File: src/rtl/div_mae_pkg.sv
// Shared widths, FSM state encoding and helpers for the divider error monitor.
package div_mae_pkg;

    localparam int DW_N = 16;
    localparam int DW_D = 8;

    typedef enum logic [1:0] {
        IDLE = 2'd0,
        DIV  = 2'd1,
        ACC  = 2'd2
    } state_t;

    function automatic logic [7:0] abs_diff8(input logic [7:0] a, input logic [7:0] b);
        return (a > b) ? (a - b) : (b - a);
    endfunction

endpackage

File: src/rtl/div_restoring_seq.sv
// 16/8 restoring divider, one quotient bit per cycle: start pulse loads operands,
// done pulses during the eighth step, q/r hold their final values afterwards.
module div_restoring_seq
    import div_mae_pkg::*;
(
    input  logic            clk,
    input  logic            rst,
    input  logic            start,
    input  logic            abort,
    input  logic [DW_N-1:0] n,
    input  logic [DW_D-1:0] d,
    output logic            done,
    output logic [DW_D-1:0] q,
    output logic [DW_D-1:0] r
);

    logic [DW_D:0]   rem;
    logic [DW_D-1:0] n_lo;
    logic [DW_D-1:0] d_q;
    logic [DW_D-1:0] q_sh;
    logic [2:0]      step;
    logic            running;

    logic [DW_D:0]   rem_sh;
    logic [DW_D:0]   rem_sub;
    logic            ge;
    logic            unused_rem_msb;

    always_comb begin
        rem_sh  = {rem[DW_D-1:0], n_lo[DW_D-1]};
        ge      = (rem_sh >= {1'b0, d_q});
        rem_sub = rem_sh - {1'b0, d_q};
    end

    always_ff @(posedge clk or posedge rst) begin
        if (rst) begin
            rem     <= '0;
            n_lo    <= '0;
            d_q     <= '0;
            q_sh    <= '0;
            step    <= '0;
            running <= 1'b0;
        end else if (abort) begin
            running <= 1'b0;
            step    <= '0;
        end else if (start) begin
            rem     <= {1'b0, n[DW_N-1:DW_D]};
            n_lo    <= n[DW_D-1:0];
            d_q     <= d;
            q_sh    <= '0;
            step    <= '0;
            running <= 1'b1;
        end else if (running) begin
            rem     <= ge ? rem_sub : rem_sh;
            n_lo    <= {n_lo[DW_D-2:0], 1'b0};
            q_sh    <= {q_sh[DW_D-2:0], ge};
            step    <= step + 3'd1;
            if (step == 3'd7) begin
                running <= 1'b0;
            end
        end
    end

    // Quotient < 256 is guaranteed by the caller's range check, so rem never exceeds 8 bits.
    assign done           = running & (step == 3'd7);
    assign q              = q_sh;
    assign r              = rem[DW_D-1:0];
    assign unused_rem_msb = rem[DW_D];

endmodule

File: src/rtl/div_mae_monitor.sv
// Mean-absolute-error monitor for the approximate 16/8 divider.
// Define DIV_MAE_REMAINDER_EN to also accumulate remainder error statistics.
module div_mae_monitor
    import div_mae_pkg::*;
#(
    parameter int SUM_W = 40,
    parameter int CNT_W = 32
) (
    input  logic             clk,
    input  logic             rst,
    input  logic             in_valid,
    output logic             in_ready,
    input  logic [DW_N-1:0]  n,
    input  logic [DW_D-1:0]  d,
    input  logic [DW_D-1:0]  q_apx,
    input  logic [DW_D-1:0]  r_apx,
    input  logic             clear,
    output logic             busy,
    output logic [CNT_W-1:0] sample_cnt,
    output logic [CNT_W-1:0] range_cnt,
    output logic [SUM_W-1:0] err_sum,
    output logic [7:0]       err_max,
    output logic [SUM_W-1:0] rerr_sum,
    output logic [7:0]       rerr_max,
    output logic             sat,
    output state_t           fsm_state
);

    state_t          state;
    state_t          state_next;
    logic            accept;
    logic            oor_in;
    logic            oor_q;
    logic [DW_D-1:0] qa_q;
    logic            div_start;
    logic            div_done;
    logic [DW_D-1:0] div_q;
    logic [DW_D-1:0] div_r;
    logic [7:0]      eq;
    logic            sat_now;
    logic            upd;

    assign in_ready  = (state == IDLE) & ~clear;
    assign busy      = (state != IDLE);
    assign fsm_state = state;
    assign accept    = in_valid & in_ready;
    assign oor_in    = (d == '0) | (n[DW_N-1:DW_D] >= d);
    assign eq        = abs_diff8(div_q, qa_q);
    assign sat_now   = sat | (sample_cnt == {CNT_W{1'b1}});
    assign upd       = (state == ACC) & ~oor_q & ~sat_now & ~clear;

    always_comb begin
        state_next = state;
        div_start  = 1'b0;
        case (state)
            IDLE: begin
                if (accept) begin
                    div_start  = ~oor_in;
                    state_next = oor_in ? ACC : DIV;
                end
            end
            DIV: begin
                if (div_done) begin
                    state_next = ACC;
                end
            end
            ACC:     state_next = IDLE;
            default: state_next = IDLE;
        endcase
        if (clear) begin
            state_next = IDLE;
        end
    end

    always_ff @(posedge clk or posedge rst) begin
        if (rst) begin
            state <= IDLE;
        end else begin
            state <= state_next;
        end
    end

    div_restoring_seq u_div (
        .clk   (clk),
        .rst   (rst),
        .start (div_start),
        .abort (clear),
        .n     (n),
        .d     (d),
        .done  (div_done),
        .q     (div_q),
        .r     (div_r)
    );

    always_ff @(posedge clk or posedge rst) begin
        if (rst) begin
            oor_q      <= 1'b0;
            qa_q       <= '0;
            sample_cnt <= '0;
            range_cnt  <= '0;
            err_sum    <= '0;
            err_max    <= '0;
            sat        <= 1'b0;
        end else if (clear) begin
            sample_cnt <= '0;
            range_cnt  <= '0;
            err_sum    <= '0;
            err_max    <= '0;
            sat        <= 1'b0;
        end else begin
            if (accept) begin
                oor_q <= oor_in;
                qa_q  <= q_apx;
            end
            if (sample_cnt == {CNT_W{1'b1}}) begin
                sat <= 1'b1;
            end
            if ((state == ACC) && oor_q && (range_cnt != {CNT_W{1'b1}})) begin
                range_cnt <= range_cnt + CNT_W'(1);
            end
            if (upd) begin
                sample_cnt <= sample_cnt + CNT_W'(1);
                err_sum    <= err_sum + SUM_W'(eq);
                if (eq > err_max) begin
                    err_max <= eq;
                end
            end
        end
    end

`ifdef DIV_MAE_REMAINDER_EN
    logic [DW_D-1:0] ra_q;
    logic [7:0]      er;

    assign er = abs_diff8(div_r, ra_q);

    always_ff @(posedge clk or posedge rst) begin
        if (rst) begin
            ra_q     <= '0;
            rerr_sum <= '0;
            rerr_max <= '0;
        end else if (clear) begin
            rerr_sum <= '0;
            rerr_max <= '0;
        end else begin
            if (accept) begin
                ra_q <= r_apx;
            end
            if (upd) begin
                rerr_sum <= rerr_sum + SUM_W'(er);
                if (er > rerr_max) begin
                    rerr_max <= er;
                end
            end
        end
    end
`else
    logic unused_rem;

    assign unused_rem = ^{r_apx, div_r};
    assign rerr_sum   = '0;
    assign rerr_max   = '0;
`endif

endmodule
File: config.mk
export PLATFORM = sky130hd
export DESIGN_NAME = div_mae_monitor
export DESIGN_NICKNAME = d
export VERILOG_FILES = /design/src/rtl/div_mae_pkg.sv /design/src/rtl/div_restoring_seq.sv /design/src/rtl/div_mae_monitor.sv
export SDC_FILE = /design/constraint.sdc
export NUM_CORES = 1
export LEC_CHECK = 0
export ABC_CLOCK_PERIOD_IN_PS = 7880
export BUFFER_PORTS_ARGS = -buffer_cell sky130_fd_sc_hd__buf_2
export CAP_MARGIN = 10
export CORE_MARGIN = 2
export CORE_UTILIZATION = 60
export DETAILED_ROUTE_END_ITERATION = 7
export GPL_TIMING_DRIVEN = 1
export HOLD_SLACK_MARGIN = 0.02
export PLACE_DENSITY = 0.93
export SKIP_CTS_REPAIR_TIMING = 1
export SYNTH_ARGS = -nofsm -noshare
export SYNTH_HDL_FRONTEND = slang
export SYNTH_HIERARCHICAL = 1
export SYNTH_SLANG_ARGS = --single-unit
File: constraint.sdc
create_clock -name clk -period 7.88 [get_ports clk]
set_clock_uncertainty 0.05 [all_clocks]
set_input_delay 1.576 -clock clk [delete_from_list [all_inputs] [get_ports clk]]
set_output_delay 1.576 -clock clk [all_outputs]
set_load 0.03 [all_outputs]
==> results.md <==
- GR peak layer: met2
- Sw Ratio: 38.80%
- Commonest cells in the synthesized netlist: 160 x dfrtp_1, 114 x nor2_1, 91 x nand2_1
- CP max FO: 9
- DRC viols: 0
- Cell Int Power: 1.880 mW
- Final Non-Filler Cells: 1,458
- Layout Nets: 1,324
- Dpl hpwl: 16,130 um
- CP cell instances: inv_1, ha_1, inv_1, fa_1, a21o_1, a221oi_1, a21oi_1, mux2i_1, xor2_1, inv_1, ha_1, nand3_1, a21boi_0, o21ai_1, a2111oi_4, nand3_1, mux2_1
- Reg2Reg Depth: 17
- # setup viols final: 0
- Placed instance count: 1,424
- Clock Latency Late Sink: 0.43 ns
- WHS Endpoint: u_div/n_lo[3]
- Top_reg_cell synth: dfrtp_1
- Maximum VDD drop: 0.2114 mV
- R2R setup slack: 2.98 ns
- Critical Path Start: u_div/q[0]
- Req. time, crit path: 8.14 ns
- Measured slew at the worst slew-check pin: 1.002 ns
- Static Leak: 5.533 nW
- Max incr delay on CP: 0.71 ns
- CTS Buf Count: 17
- Die Width: 132.8 um
- Clock tree buffer depth: 2
- Power Total: 3.072 mW
- Initial Utilization: 60.66%
- Storage cell area: 4004 um^2
- PortBufs: 152
- Most area-hungry cell type in the Yosys netlist: dfrtp_1
- Crit start category: flop
- Synth top area share: 40.23%
- Die Span Y: 132.8 um
- Fin crit share: 62.16%
- Post-Synthesis Cells: 1,090
- Vias in the first global route: 7,798
- Async S/R FF share, synth: 100.0%
- Max-Cap Viols: 0
- CP max-delay cell: a2111oi_4
- Syn Std Cell Area: 9953 um^2
- RSZ-0062 raised after global routing: no
- P&R area growth vs syn: 13.22%
- Routability Congestion: 0.8629
- Final instance area: 11,270 um^2
- CP Depth: 17
- Final WL: 22,820 um
- Placeable Area: 16,410 um^2
- Vias per cell: 5.800
- Fillcell total: 1,194
- Vias: 8,457
- Critical path class: flop to flop
- Global-route wire length before repair: 37,600 um
- Fin util: 68.69%
- Worst path most repeated cell: inv_1
- Comb pwr share: 41.9%
- Fmax achieved: 204.1 MHz
- Number of max-slew violations in the final report: 0
- Drt pass-1 iters: 5
- GR Util met2: 43.64%
- H-tree levels: 4
- #FFs+latches synth: 160
- Met3 Track Usage GR: 4.904%
- # rows: 47
- Status: completed
- Sequential power share: 32.2%
- Multi-input combinational cell area: 5335 um^2
- Pwr dens: 272.6 nW/um^2
- Clk network pwr share: 25.9%
- Yosys cell types: 74
- Synth top area cells: dfrtp_1 40%, ha_1 6.5%, xor2_1 5.1%
- Drt first-iter violations: 596
- Die area: 17,630 um^2
- Share of layout cells above drive strength 1: 17.87%
- Final Hold Fails: 0
- Met1 Usage GRT: 34.01%
- Data arrival, critical path: 5.16 ns
- Crit path buf inv count: 3
- Slew HR: 33.18%
- Worst-path clk slew: 0.06 ns
- Hold Crit Depth: 2
- Setup_tns: 0 ns
- Antenna Nets Post-Route: 0
- Post-Place Cell Area: 10,690 um^2
- CTS tree: done
- Avg Cell Area, Syn: 9.131 um^2
- NetSw: 1.192 mW
- Synthesis Warnings: 6
- Final min period: 4.898 ns
- Sequential fraction of the synthesis area: 40.23%
- Delay-heaviest family, CP: compound AO/OA/AOI/OAI gates
- Min-delay src: u_div/n_lo[3]
- Total gr overflow: 0
- Initial antenna violation count: 2
- Reg2reg end: err_sum[34]
- I/O pins: 209
- Worst reg2reg path startpoint: u_div/q[0]
- Post-DR wirelength/cell: 15.65 um
- Clock sink count: 160
- All-layer global routing usage: 25.95%
- Count leader, synth: dfrtp_1
- Largest net degree at the start of global routing: 86
- Setup crit end kind: flop
- Min-delay worst type: flop to flop
- CTS root buffer: clkbuf_16
- EDFF count, synth: 0
## worst register-to-register path: stages, from the launching register on
cell	delay [ns]
dfrtp_1	0.41
inv_1	0.07
ha_1	0.16
inv_1	0.06
fa_1	0.40
a21o_1	0.20
a221oi_1	0.39
a21oi_1	0.32
mux2i_1	0.25
xor2_1	0.21
inv_1	0.12
ha_1	0.32
nand3_1	0.11
a21boi_0	0.23
o21ai_1	0.28
a2111oi_4	0.71
nand3_1	0.17
mux2_1	0.33
## registers in the layout (all words and copies together) (netlist names), 2 cells and up
signal and cells:
range_cnt 32, u_div/step 3, sample_cnt 32, qa_q 8, err_sum 40, u_div/q 8, u_div/n_lo 8, err_max 8
u_div/rem 8, u_div/d_q 8, fsm_state 2
## worst max-delay path by stage
stage	end	slack, ns
floorplan	err_max[0]	2.95
global placement	err_sum[37]	3.20
detailed placement	err_sum[37]	3.01
CTS	err_sum[37]	3.00
global route	err_sum[30]	2.49
finish	err_sum[34]	2.98
## kinds of logic after synthesis
group                      count (synthesis)  synth area share (%)
xor gates and xnor gates                  89                 7.832
buffers and inverters                    160                 8.045
other                                      1               0.03768
adders and majority gates                 56                 7.341
muxes                                     30                 3.143
and+or+nand+nor                          414                 21.14
DFF                                      160                 40.23
AOI/OAI and AO/OA                        180                 12.23
## through the flow
step                hold WS (ns)  setup WS, ns
finish                    0.4385         2.982
global route              0.4548         2.492
CTS                       0.4430         3.003
detailed placement        0.4283         3.012
global placement          0.4148         3.202
floorplan                 0.3992         2.955
## area by class of cell
cell class / count / area share, %
Clock buffer: 21 / 4.086
Tap cell: 220 / 2.443
Multi-Input combinational cell: 817 / 47.34
Clock inverter: 11 / 0.9548
Inverter: 68 / 2.287
Antenna cell: 1 / 0.02220
Timing Repair Buffer: 160 / 7.339
Sequential cell: 160 / 35.53
## power groups by stage
stage                     clock network [mW]  registers, mW  logic, mW
after global placement                     0          0.994       1.20
after CTS                              0.803          0.988       1.27
after detailed placement                   0           1.00       1.26
after floorplan                            0          0.998       1.01
after global routing                   0.836           1.00       1.44
final                                  0.795          0.989       1.29
## layout by cell type (no fill, tap or decap), types with 7 or more instances in the layout
cell type	n
dfrtp_1	160
buf_2	151
nor2_1	114
nand2_1	91
inv_1	66
xor2_1	58
nand3_1	55
ha_1	52
a21oi_1	50
conb_1	48
o21ai_0	46
nand4_1	31
xnor2_1	31
and3_1	28
mux2i_1	20
and4_1	17
clkbuf_16	17
a21o_1	16
nor3_1	13
a211oi_1	12
nor2b_1	10
and2_1	9
or3_1	8
buf_4	8
nor4_1	7
or2_2	7
## per-layer routing
layer	share of wire [%]	up-vias
met5	0.057	-
met4	1.9	2
met3	6.4	41
met2	51	330
met1	41	4126
li1	-	3958
No activity file was read; power rests on OpenSTA's default activity.
